==> config.mk <==
export PLATFORM = sky130hd
export DESIGN_NAME = sdram_write
export DESIGN_NICKNAME = d
export VERILOG_FILES = /design/src/rtl/sdram_pkg.sv /design/src/rtl/sdram_wr_addr_gen.sv /design/src/rtl/sdram_write.sv
export SDC_FILE = /design/constraint.sdc
export NUM_CORES = 1
export LEC_CHECK = 0
export CAP_MARGIN = 30
export CORE_MARGIN = 2
export CORE_UTILIZATION = 50
export DETAILED_ROUTE_END_ITERATION = 12
export PLACE_DENSITY = 0.76
export SYNTH_ARGS = -nofsm -noshare
export SYNTH_HDL_FRONTEND = slang
export SYNTH_HIERARCHICAL = 1
export SYNTH_SLANG_ARGS = --single-unit
==> constraint.sdc <==
create_clock -name sclk -period 2.85 [get_ports sclk]
set_input_delay 0.57 -clock sclk [delete_from_list [all_inputs] [get_ports sclk]]
set_output_delay 0.57 -clock sclk [all_outputs]
set_load 0.02 [all_outputs]
==> src/rtl/sdram_pkg.sv <==
// Shared SDRAM controller definitions: command encodings, address geometry and
// engine state encodings used by both the read and write engines.
package sdram_pkg;

  localparam int unsigned ROW_W     = 12;
  localparam int unsigned COL_W     = 9;
  localparam int unsigned ADDR_W    = 12;
  localparam int unsigned BURST_LEN = 4;

  // {CS_n, RAS_n, CAS_n, WE_n}
  localparam logic [3:0] CMD_NOP  = 4'b0111;
  localparam logic [3:0] CMD_ACT  = 4'b0011;
  localparam logic [3:0] CMD_WR   = 4'b0100;
  localparam logic [3:0] CMD_PRE  = 4'b0010;
  localparam logic [3:0] CMD_AREF = 4'b0001;

  // A10 high selects all banks on PRECHARGE
  localparam logic [ADDR_W-1:0] ADDR_PRE_ALL = 12'h400;

  // First column of the final burst in a row
  localparam logic [COL_W-1:0] COL_LAST_BURST = COL_W'((1 << COL_W) - BURST_LEN);

  typedef enum logic [4:0] {
    S_IDLE = 5'b00001,
    S_REQ  = 5'b00010,
    S_ACT  = 5'b00100,
    S_WR   = 5'b01000,
    S_PRE  = 5'b10000
  } state_e;

  // Why the engine entered precharge; decides where it goes afterwards
  typedef enum logic [1:0] {
    PRE_DONE  = 2'd0,
    PRE_YIELD = 2'd1,
    PRE_ROW   = 2'd2
  } pre_kind_e;

endpackage

==> src/rtl/sdram_wr_addr_gen.sv <==
// Row/column address counters for the write engine: column steps one burst at a
// time, row advances on request; flags the last burst of a row and of the run.
module sdram_wr_addr_gen
  import sdram_pkg::*;
#(
  parameter int unsigned LAST_ROW = 4095
) (
  input  logic              sclk,
  input  logic              reset,
  input  logic              clr_i,
  input  logic              burst_done_i,
  input  logic              row_adv_i,
  output logic              row_end_o,
  output logic              last_burst_o,
  output logic [ADDR_W-1:0] act_addr_o,
  output logic [ADDR_W-1:0] wr_addr_o
);

  logic [ROW_W-1:0] row_q;
  logic [COL_W-1:0] col_q;

  always_ff @(posedge sclk or negedge reset) begin
    if (!reset) begin
      row_q <= '0;
      col_q <= '0;
    end else if (clr_i) begin
      row_q <= '0;
      col_q <= '0;
    end else begin
      // column wraps to 0 naturally after the last burst of a row
      if (burst_done_i) col_q <= col_q + COL_W'(BURST_LEN);
      if (row_adv_i)    row_q <= row_q + ROW_W'(1);
    end
  end

  assign row_end_o    = (col_q == COL_LAST_BURST);
  assign last_burst_o = row_end_o && (row_q == ROW_W'(LAST_ROW));
  assign act_addr_o   = ADDR_W'(row_q);
  assign wr_addr_o    = ADDR_W'(col_q);

endmodule

==> src/rtl/sdram_write.sv <==
// SDRAM write engine: on a trigger, streams the write FIFO into bank 0 as BL=4
// bursts row by row, yielding the bus to auto-refresh between bursts.
module sdram_write
  import sdram_pkg::*;
#(
  parameter int unsigned LAST_ROW  = 4095,
  parameter int unsigned T_RCD_CYC = 3,
  parameter int unsigned T_RP_CYC  = 3,
  parameter int unsigned T_WR_CYC  = 2
) (
  input  logic              sclk,
  input  logic              reset,
  input  logic              wr_trig,
  input  logic              wr_en,
  input  logic              ref_req,
  output logic              wr_req,
  output logic              flag_wr_end,
  output logic              wr_done,
  output logic [3:0]        wr_cmd,
  output logic [ADDR_W-1:0] wr_addr,
  output logic [1:0]        bank_addr,
  output logic [15:0]       wr_data,
  output logic              wfifo_rd_en,
  input  logic [7:0]        wfifo_rd_data
);

  localparam int unsigned TMR_W = 4;
  localparam int unsigned BC_W  = $clog2(BURST_LEN);
  localparam logic [TMR_W-1:0] ACT_LAST   = TMR_W'(T_RCD_CYC - 1);
  localparam logic [TMR_W-1:0] PRE_CMD    = TMR_W'(T_WR_CYC);
  localparam logic [TMR_W-1:0] PRE_LAST   = TMR_W'(T_WR_CYC + T_RP_CYC);
  localparam logic [BC_W-1:0]  BURST_LAST = BC_W'(BURST_LEN - 1);

  state_e            state_q, state_d;
  pre_kind_e         pre_kind_q, pre_kind_d;
  logic              busy_q, busy_d;
  logic [TMR_W-1:0]  act_cnt_q, act_cnt_d;
  logic [TMR_W-1:0]  pre_cnt_q, pre_cnt_d;
  logic [BC_W-1:0]   burst_cnt_q, burst_cnt_d;
  logic [3:0]        cmd_q, cmd_d;
  logic [ADDR_W-1:0] addr_q, addr_d;
  logic              flag_end_q, flag_end_d;
  logic              done_q, done_d;

  logic              clr, burst_done, row_adv;
  logic              row_end, last_burst;
  logic [ADDR_W-1:0] act_addr, col_addr;

  sdram_wr_addr_gen #(.LAST_ROW(LAST_ROW)) u_addr_gen (
    .sclk         (sclk),
    .reset        (reset),
    .clr_i        (clr),
    .burst_done_i (burst_done),
    .row_adv_i    (row_adv),
    .row_end_o    (row_end),
    .last_burst_o (last_burst),
    .act_addr_o   (act_addr),
    .wr_addr_o    (col_addr)
  );

  always_ff @(posedge sclk or negedge reset) begin
    if (!reset) begin
      state_q     <= S_IDLE;
      pre_kind_q  <= PRE_DONE;
      busy_q      <= 1'b0;
      act_cnt_q   <= '0;
      pre_cnt_q   <= '0;
      burst_cnt_q <= '0;
      cmd_q       <= CMD_NOP;
      addr_q      <= '0;
      flag_end_q  <= 1'b0;
      done_q      <= 1'b0;
    end else begin
      state_q     <= state_d;
      pre_kind_q  <= pre_kind_d;
      busy_q      <= busy_d;
      act_cnt_q   <= act_cnt_d;
      pre_cnt_q   <= pre_cnt_d;
      burst_cnt_q <= burst_cnt_d;
      cmd_q       <= cmd_d;
      addr_q      <= addr_d;
      flag_end_q  <= flag_end_d;
      done_q      <= done_d;
    end
  end

  always_comb begin
    state_d     = state_q;
    pre_kind_d  = pre_kind_q;
    busy_d      = busy_q;
    act_cnt_d   = '0;
    pre_cnt_d   = '0;
    burst_cnt_d = '0;
    cmd_d       = CMD_NOP;
    addr_d      = addr_q;
    flag_end_d  = 1'b0;
    done_d      = 1'b0;
    clr         = 1'b0;
    burst_done  = 1'b0;
    row_adv     = 1'b0;

    case (state_q)
      S_IDLE: begin
        if (wr_trig && !busy_q) begin
          busy_d  = 1'b1;
          state_d = S_REQ;
        end
      end
      S_REQ: begin
        if (wr_en) state_d = S_ACT;
      end
      S_ACT: begin
        act_cnt_d = act_cnt_q + TMR_W'(1);
        if (act_cnt_q == '0) begin
          cmd_d  = CMD_ACT;
          addr_d = act_addr;
        end
        if (act_cnt_q == ACT_LAST) begin
          act_cnt_d = '0;
          state_d   = S_WR;
        end
      end
      S_WR: begin
        burst_cnt_d = burst_cnt_q + BC_W'(1);
        if (burst_cnt_q == '0) begin
          cmd_d  = CMD_WR;
          addr_d = col_addr;
        end
        // bursts are never cut short: leave only at the final beat
        if (burst_cnt_q == BURST_LAST) begin
          burst_done = 1'b1;
          row_adv    = row_end && !last_burst;
          if (last_burst) begin
            pre_kind_d = PRE_DONE;
            state_d    = S_PRE;
          end else if (ref_req) begin
            pre_kind_d = PRE_YIELD;
            state_d    = S_PRE;
          end else if (row_end) begin
            pre_kind_d = PRE_ROW;
            state_d    = S_PRE;
          end
        end
      end
      S_PRE: begin
        pre_cnt_d = pre_cnt_q + TMR_W'(1);
        if (pre_cnt_q == PRE_CMD) begin
          cmd_d  = CMD_PRE;
          addr_d = ADDR_PRE_ALL;
        end
        if (pre_cnt_q == PRE_LAST) begin
          pre_cnt_d = '0;
          case (pre_kind_q)
            PRE_DONE: begin
              done_d     = 1'b1;
              flag_end_d = 1'b1;
              busy_d     = 1'b0;
              clr        = 1'b1;
              state_d    = S_IDLE;
            end
            PRE_YIELD: begin
              flag_end_d = 1'b1;
              state_d    = S_REQ;
            end
            default: state_d = S_ACT;
          endcase
        end
      end
      default: state_d = S_IDLE;
    endcase
  end

  assign wr_req      = (state_q == S_REQ);
  assign wfifo_rd_en = (state_q == S_WR);
  assign wr_data     = {8'h00, wfifo_rd_data};
  assign bank_addr   = 2'b00;
  assign wr_cmd      = cmd_q;
  assign wr_addr     = addr_q;
  assign flag_wr_end = flag_end_q;
  assign wr_done     = done_q;

endmodule

After elaboration in Yosys (flattened, before gate mapping)
Cells that the tools add are included.

Flip-flop bits (word level): 57. Input port bits: 13. Output and inout bits: 38. Word-level logic and storage cells: 101.

Add/sub/neg operators: 5. Eq/ne operators: 22. Multiplexer cells: 44. Reduce and logical (&&, ||, !) cells: 18.

Operator list (count): 12-bit two-way mux (5); 5-bit two-way mux (8); 12-bit case mux with 3 select lines (1); 5-bit case mux with 5 select lines (1); 9-bit two-way mux (2); 4-bit two-way mux (4); 2-bit != test, second input constant (7); 1-bit two-way mux (13); 12-bit by 1-bit adder with 12-bit output, second input constant (1); 12-bit equality test, second input constant (1); 2-bit two-way mux (5); 9-bit by 3-bit adder with 9-bit output, second input constant (1); 9-bit equality test, second input constant (1); 3-bit case mux with 3 select lines (1); 4-bit by 1-bit adder with 4-bit output, second input constant (2); 4-bit by 2-bit equality test with 1-bit output, second input constant (2); 4-bit AND reduction (2); 3-bit two-way mux (2); 3-bit case mux with 2 select lines (1); 6-bit AND reduction (1); 2-bit nonzero test (3); 3-bit nonzero test (2); 5-bit by 1-bit equality test with 1-bit output, second input constant (1); 5-bit by 2-bit equality test with 1-bit output, second input constant (1); other kinds (16) (21).

Depth between registers and ports, before layout
Gate-level depths: netlist (run 1).

Depth in word-level cells: 8. Mapped depth: 12.

Modules after synthesis
The synthesis (run 1) kept the hierarchy.

Modules (own cells, without submodules): sdram_write (instances 1, cells an instance 181, area each 1919.3 sq um, seq. area each 880.8 sq um); sdram_wr_addr_gen (instances 1, cells an instance 100, area each 987.2 sq um, seq. area each 475.5 sq um).

Worst setup path after synthesis (run 1)
No wires, ideal clock.

Kind: register to register. From: reg state_q[2]. To: reg u_addr_gen.row_q[9] (netlist: u_addr_gen/act_addr_o[9]). Library setup time: 0.078 ns. Data arrival time: 2.493 ns. Required time: 2.772 ns. Setup slack: 0.279 ns. Stages on the path, launching flop included: 8. Buffers on the path: 1. Period minus slack after synthesis: 2.571 ns. Cell sequence: dfrtp_1 nand2b_1 or4_1 buf_6 nor4_1 o211ai_1 or4_1 a21oi_1.

Word-level cells in the longest chain between the ends: 3.

RTL lines: start, declared (line sdram_write.sv:34) `state_e state_q, state_d;`; start signal, assigned (line sdram_write.sv:74) `state_q <= state_d;`; 5-bit equality test (*) (line sdram_write.sv:102) `case (state_q)`; 1-bit two-way mux (*) (line sdram_write.sv:102); net clr (line sdram_write.sv:45) `logic clr, burst_done, row_adv;`; 12-bit two-way mux or 2-bit nonzero test (tied branches); end signal, assigned (line sdram_wr_addr_gen.sv:32) `if (row_adv_i) row_q <= row_q + ROW_W'(1);`; end, declared (line sdram_wr_addr_gen.sv:19) `logic [ROW_W-1:0] row_q;`.

The timed path passes the listed nets; every way through them passes the cells marked *. A chain may end at the register's enable or synchronous reset.

Final worst setup path (run 1)
From: reg state_q[4]. To: out wfifo_rd_en.

Word-level cells in the longest chain between the ends: 1.

RTL lines: 5-bit by 4-bit equality test with 1-bit output (line sdram_write.sv:174) `assign wfifo_rd_en = (state_q == S_WR);`; end, declared (line sdram_write.sv:23) `output logic wfifo_rd_en,`.

Every way passes these cells.

==> summary.md, run 1 <==
| Metric | Value |
|---|---|
| Main flop type after synthesis | dfrtp_1 |
| WP data arrival | 2090 ps |
| Hold Crit Class | in2async |
| Grt peak-use layer | met2 |
| RR Startpoint | u_addr_gen/col_q[3]$_DFFE_PN0N_ |
| Synth top area share | roughly 43% |
| Clock power frac | 24.2% |
| Synth Area per Inst | 10.3 um2 |
| Dpl hpwl | between 4 and 5 mm |
| Dpl ws | approximately 220 ps |
| Worst slew pin tran | between 900 and 1000 ps |
| Tcrit/Tclk final | 93.4% |
| Overall Power | 1.70 mW |
| Final setup vio count | 0 |
| Comb power frac | 24.3% |
| Grt met3 use | between 3 and 4% |
| R2R setup slack | 260 ps |
| EDFF count, synth | 0 |
| TritonCTS clock tree | done |
| Max IR drop VDD | 296 uV |
| Crit path capture type | output pin |
| Final std cells w/o fill | 374 |
| RSZ-0062 raised after global routing | no |
| Synth unique cells | 44 |
| Final WS setup | 189 ps |
| Critical path peak fanout | 8 |
| GRT overflow | 0 |
| Grt met2 use | between 20% and 30% |
| Total GRT Usage | around a fifth |
| Post-CTS resize count | 0 |
| Switching power | 0.546 mW |
| Pleak | 1.45 nW |
| Int Power | ~1.2 mW |
| Antenna violations before repair | 0 |
| Fin util | 57.4% |
| Slew margin rel. | 34.5% |
| Vias | 2091 |
| Post-Syn Instances | around 280 |
| P&R area growth vs syn | 9.99% |
| ANT nets after route | 0 |
| Reg2reg end | u_addr_gen/act_addr_o[7]$_DFFE_PN0P_ |
| Initial Utilization | 52.1% |
| DRT Pass-1 Iters | 4 |
| WL per Instance | 14.7 um |
| Worst setup path category | reg2out |
| Register-to-Register Path Depth | 12 |
| Clock slew at reported path FFs | 90 ps |
| Setup TNS Final | 0 ps |
| Pin count of the biggest net entering global routing | 23 |
| Via/cell ratio | around 5.6 |
| Die height | 80.2 um |
| # IOs | 51 |
| FF/Latch Area | 1360 um2 |
| Port bufs | 23 |
| Switch share | 32.1% |
| Synth area leader | dfrtp_1 |
| Grt met1 use | 25.6% |
| Filler Cell Count | 475 |
| Rows | 27 |
| Max-cap viol count | 0 |
| Area contributors post-synth | dfrtp_1 (43%), buf_4 (6.5%), mux2_4 (5.2%), nor2_1 (3.7%), dfstp_2 (3.6%) |
| # DRC | 0 |
| Design area | 3200 um2 |
| Post-route minimum period | 2660 ps |
| Startpoint types | register |
| Antenna cells | 0 |
| Die area | ~6400 um2 |
| First-pass GRT wire length | 9.39 mm |
| Warnings from Yosys | 6 |
| Area of the multi-input gates | 1330 um2 |
| Endpoints failing hold | 0 |
| Cell Area, Placed | 3100 um2 |
| Reg power frac | 51.5% |
| Max-slew violations | 0 |
| Status | finished clean |
| Sequential area share after synthesis | 46.7% |
| Root Buffer | clkbuf_8 |
| Pwr dens | 532 nW/um2 |
| Final wirelength | 5.49 mm |
| Fmax achieved | 376 MHz |
| Routability cong. | 0.856 |
| H-tree Lvls | 2 |
| Fraction of registers with async set or reset after synthesis | 100% |
| Die Wd | between 80 and 90 um |
| CORE AREA | 5570 um2 |
| Later-pin clock latency in the skew report | 300 ps |
| # nets final | 319 |
| Hold WS | around 170 ps |
| Starting DRT DRC Count | 238 |
| Data required time of the worst path | 2280 ps |
| Share of cells above drive strength 1 | 12.9% |
| Mapped cell area | 2910 um2 |
| Vias in the first global route | 2007 |
| Clock sinks | 54 |
| Maximum clock path buffer count | 2 |
| Placed Cells | 364 |
| Synthesis-stage register bit count | 54 |
| Final Skew | around 6.7 ps |
| Cts bufs inserted | 5 |
## power by group through the flow
stage,Sequential (mW),Clock [mW],Combinational (mW)
4_1_cts,0.875,0.423,0.414
2_1_floorplan,0.877,0,0.347
6_report,0.876,0.411,0.413
5_1_grt,0.885,0.451,0.455
3_3_place_gp,0.885,0,0.399
3_5_place_dp,0.890,0,0.413
## area by class of cell
cell class	instances	share of cell area [%]
multi-input cells	199	41.7
flip-flops and latches	54	42.4
inverters	6	0.705
clock buffers	8	2.50
repair buffers	35	9.86
well taps	72	2.82
## worst max path at each step
stage	startpoint	to	slack, ps	cells after the start
6_report	state_q[4]$_DFFE_PN0P_	wfifo_rd_en	190	4
2_1_floorplan	state_q[2]$_DFFE_PN0P_	u_addr_gen/act_addr_o[9]$_DFFE_PN0P_	280	7
4_1_cts	state_q[4]$_DFFE_PN0P_	wfifo_rd_en	180	4
5_1_grt	state_q[2]$_DFFE_PN0P_	wfifo_rd_en	30	4
3_3_place_gp	u_addr_gen/col_q[2]$_DFFE_PN0N_	u_addr_gen/act_addr_o[11]$_DFFE_PN0P_	260	11
3_5_place_dp	u_addr_gen/col_q[2]$_DFFE_PN0N_	u_addr_gen/act_addr_o[11]$_DFFE_PN0P_	220	11
## cells by family after synthesis
| kind of cell | Yosys count | share of synthesized area (%) |
|---|---|---|
| AO/OA/AOI/OAI | 50 | 11.8 |
| XOR/XNOR | 14 | 4.22 |
| adder cells (fa/ha/maj) | 5 | 2.15 |
| buffers and inverters | 42 | 9.51 |
| flip-flops | 54 | 46.7 |
| multiplexers | 17 | 7.71 |
| other | 2 | 0.258 |
| AND/OR/NAND/NOR | 97 | 17.7 |
## worst max-delay path, stage by stage (launching register included)
cell	delay, ps
dfrtp_1	430
nor2_1	290
nand3_1	140
inv_1	260
clkdlybuf4s50_1	670
## state kept, by name (all words and copies together), names as in the netlist
signal and cells:
u_addr_gen/act_addr_o 12, wr_addr 12, u_addr_gen/col_q 7, state_q 5, act_cnt_q 4, pre_cnt_q 4, wr_cmd 3, burst_cnt_q 2
pre_kind_q 2, busy_q 1, flag_wr_end 1, wr_done 1
## cell usage after synthesis, drive strengths merged (2+ instances only)
| cell | n |
|---|---|
| buf | 31 |
| a21o | 4 |
| dfstp | 4 |
| nor2b | 3 |
| nor3 | 3 |
| nand3 | 14 |
| or4 | 5 |
| clkbuf | 5 |
| o21ai | 11 |
| o211ai | 3 |
| ha | 5 |
| nand4 | 6 |
| or3 | 4 |
| nand2 | 15 |
| and2 | 3 |
| conb | 2 |
| o22ai | 2 |
| mux2 | 13 |
| xnor2 | 3 |
| xor2 | 11 |
| inv | 6 |
| dfrtp | 50 |
| mux2i | 4 |
| nor4 | 6 |
| a22o | 12 |
| a21oi | 12 |
| nand2b | 4 |
| o31ai | 4 |
| nor2 | 29 |
| nand3b | 2 |
## layout by cell type (no fill, tap or decap), types with 2 or more instances in the layout
cell	n
dfrtp_1	50
nor2_1	29
clkdlybuf4s50_1	22
conb_1	16
nand2_1	15
nand3_1	13
a21oi_1	12
a22o_1	12
buf_4	12
o21ai_0	11
xor2_1	11
mux2_4	10
inv_1	6
or4_1	5
ha_1	5
clkbuf_8	5
nand4_1	5
nand2b_1	4
nor4_1	4
a21o_1	4
mux2i_1	4
o31ai_1	4
dfstp_2	4
or3_1	4
nor2b_1	3
xnor2_1	3
nor3_1	3
and2_1	3
o211ai_1	3
clkbuf_1	3
nand3b_1	2
mux2_2	2
## timing repair
action	CTS	global route
buffers inserted	0	2
endpoints found under the setup margin	0	1
hold buffers	0	0
## metal layers
layer / vias to the layer above / part of all wire [%]
met1: 1019 / 46
li1: 994 / -
met3: 12 / 4.8
met2: 66 / 47
met4: 0 / 1.9
met5: - / 0
Power figures use the tool's default switching activity.
==> inputs of run 2 (changes only) <==
--- a/config.mk
+++ b/config.mk
@@ -6,6 +6,7 @@
 export NUM_CORES = 1
 export LEC_CHECK = 0
 export CAP_MARGIN = 30
+export CORE_ASPECT_RATIO = 1.4
 export CORE_MARGIN = 2
 export CORE_UTILIZATION = 50
 export DETAILED_ROUTE_END_ITERATION = 12
==> run 2 against run 1 <==
Net effect: final area about the same; non-clock buffer count is 1 lower; utilization hardly changed; highest routed layer unchanged; largest power group unchanged; die area is 0.12% higher; combinational power decreased by 1%.
==> summary.md, run 2 (synthesis gave the netlist of run 1 again) <==
| Metric | Value |
|---|---|
| Status | finished clean |
| Pwr dens | 543 nW/um2 (+2.1%) |
| Final setup vio count | 0 (unchanged) |
| Max IR drop VDD | 318 uV (+7.3%) |
| Fin util | 57.4% (about the same) |
| Starting DRT DRC Count | 156 (-34%) |
| Fmax achieved | 379 MHz (+0.96%) |
| Vias | 2050 (-2.0%) |
| Critical path peak fanout | 8 (unchanged) |
| First-pass GRT wire length | 9.52 mm (+1.3%) |
| Data required time of the worst path | 3050 ps (+770 ps) |
| Clock slew at reported path FFs | 90 ps (about the same) |
| Hold Crit Class | in2async |
| Routability cong. | 0.874 (+2.1%) |
| Via/cell ratio | 5.56 (-0.63%) |
| Post-route minimum period | 2640 ps (-25.2 ps) |
| Antenna violations before repair | 0 (unchanged) |
| WP data arrival | 2840 ps (+750 ps) |
| Setup TNS Final | 0 ps (unchanged) |
| Cts bufs inserted | 5 (unchanged) |
| Tcrit/Tclk final | 92.5% (-0.88 points) |
| Overall Power | 1.74 mW (+2.1%) |
| Final Skew | 3.59 ps (-3.08 ps) |
| Slowest-stage cell, CP | dfrtp_1 |
| Pleak | 1.45 nW (about the same) |
| Startpoint types | register |
| Max-cap viol count | 0 (unchanged) |
| Max-slew violations | 0 (unchanged) |
| Worst setup path category | reg2reg |
| Clock sinks | 54 (unchanged) |
| Root Buffer | clkbuf_8 |
| Share of cells above drive strength 1 | 13.0% (+0.043 points) |
| DRT Pass-1 Iters | 4 (unchanged) |
| Total GRT Usage | 19.8% (+1.2 points) |
| Vias in the first global route | 1981 (-1.3%) |
| Maximum clock path buffer count | 2 (unchanged) |
| Commonest non-fill, non-tap cell in the layout | dfrtp_1 |
| Dpl hpwl | 4.08 mm (-1.2%) |
| P&R area growth vs syn | 9.90% (about the same) |
| Final wirelength | 5.62 mm (+2.3%) |
| Rows | 32 (+19%) |
| Crit path buffers/inverters | 0 (-2) |
| Worst slew pin tran | 710 ps (-265 ps) |
| Die Wd | 68.4 um (-15%) |
| Endpoints failing hold | 0 (unchanged) |
| # nets final | 318 (-0.31%) |
| Die height | 94.2 um (+17%) |
| Cell Area, Placed | 3100 um2 (-0.16%) |
| Critical path's largest stage delay | 420 ps (-250 ps) |
| Design area | 3190 um2 (about the same) |
| Initial Utilization | 52.2% (+0.082 points) |
| CORE AREA | 5570 um2 (-0.16%) |
| CP top delay family | simple AND/OR/NAND/NOR gates |
| Pin count of the biggest net entering global routing | 33 (+43%) |
| Crit-path cells | ha_1 -> nand3_1 -> nor2_1 -> ha_1 -> nand3_1 -> nor4_1 -> nor2b_1 -> and3_1 -> o211ai_1 -> nor4_1 -> mux2_2 |
| # DRC | 0 (unchanged) |
| H-tree Lvls | 2 (unchanged) |
| Antenna cells | 0 (unchanged) |
| Port bufs | 23 (unchanged) |
| Slew margin rel. | 52.6% (+18 points) |
| Most frequent cells in the layout | dfrtp_1 (50), nor2_1 (29), clkdlybuf4s50_1 (22), conb_1 (16), nand2_1 (15) |
| Placed Cells | 360 (-1.1%) |
| Die area | 6450 um2 (+0.12%) |
| Final std cells w/o fill | 369 (-1.3%) |
| Later-pin clock latency in the skew report | 310 ps (about the same) |
| WL per Instance | 15.2 um (+3.7%) |
| # IOs | 51 (unchanged) |
| ANT nets after route | 0 (unchanged) |
| TritonCTS clock tree | done |
| RSZ-0062 raised after global routing | no |
| GRT overflow | 0 (unchanged) |
| Post-CTS resize count | 0 (unchanged) |
| Crit path capture type | register |
run 2: cell count changes in the layout (fill, tap and decap cells not counted), sizes merged:
cell,before,now
buf,13,12
run 2: metrics by stage:
stage / hold slack [ps] / worst slack (ps)
2_1_floorplan: 274 / 279
3_3_place_gp: 448 / 328
5_1_grt: 362 / 34.2
4_1_cts: 323 / 225
6_report: 301 / 214
3_5_place_dp: 475 / 229
run 2: power breakdown:
group / leakage [nW] / internal, mW / switching (mW)
logic: 0.672 / 0.172 / 0.235
registers: 0.729 / 0.817 / 0.0661
clock network: 0.0455 / 0.199 / 0.247
total: 1.45 / 1.19 / 0.548
run 2: worst paths after layout:
| path | endpoint | slack, ps | cells after the start | from |
|---|---|---|---|---|
| hold reg to reg | burst_cnt_q[0]$_DFF_PN0_ | 470 | 1 | burst_cnt_q[0]$_DFF_PN0_ |
| setup / recovery | u_addr_gen/act_addr_o[11]$_DFFE_PN0P_ | 210 | 11 | u_addr_gen/col_q[2]$_DFFE_PN0N_ |
| min in group sclk | burst_cnt_q[0]$_DFF_PN0_ | 470 | 1 | burst_cnt_q[0]$_DFF_PN0_ |
| max in group asynchronous | wr_cmd[1]$_DFF_PN1_ | 1850 | 2 | reset |
| hold / removal | state_q[2]$_DFFE_PN0P_ | 300 | 1 | reset |
| setup reg to reg | u_addr_gen/act_addr_o[11]$_DFFE_PN0P_ | 210 | 11 | u_addr_gen/col_q[2]$_DFFE_PN0N_ |
run 2: timing repair:
| item | CTS | global route |
|---|---|---|
| endpoints found under the hold margin | 0 | 0 |
| endpoints found under the setup margin | 0 | 1 |
| setup buffers | 0 | 1 |
| hold buffers | 0 | 0 |
run 2: layout make-up:
class | count | area [um2]
fillers | 497 | 2370
flip-flops and latches | 54 | 1360
multi-input cells | 199 | 1330
repair buffers | 34 | 308
clock buffers | 8 | 90.1
well taps | 68 | 85.1
inverters | 6 | 22.5
run 2: per-layer routing:
metal  up-vias  GRT usage, %  share of wire, %
met5         -             0                 0
li1        981             -                 -
met2        50          32.3                53
met4         0          9.17               2.0
met3         8          3.36               3.2
met1      1011          25.1                42
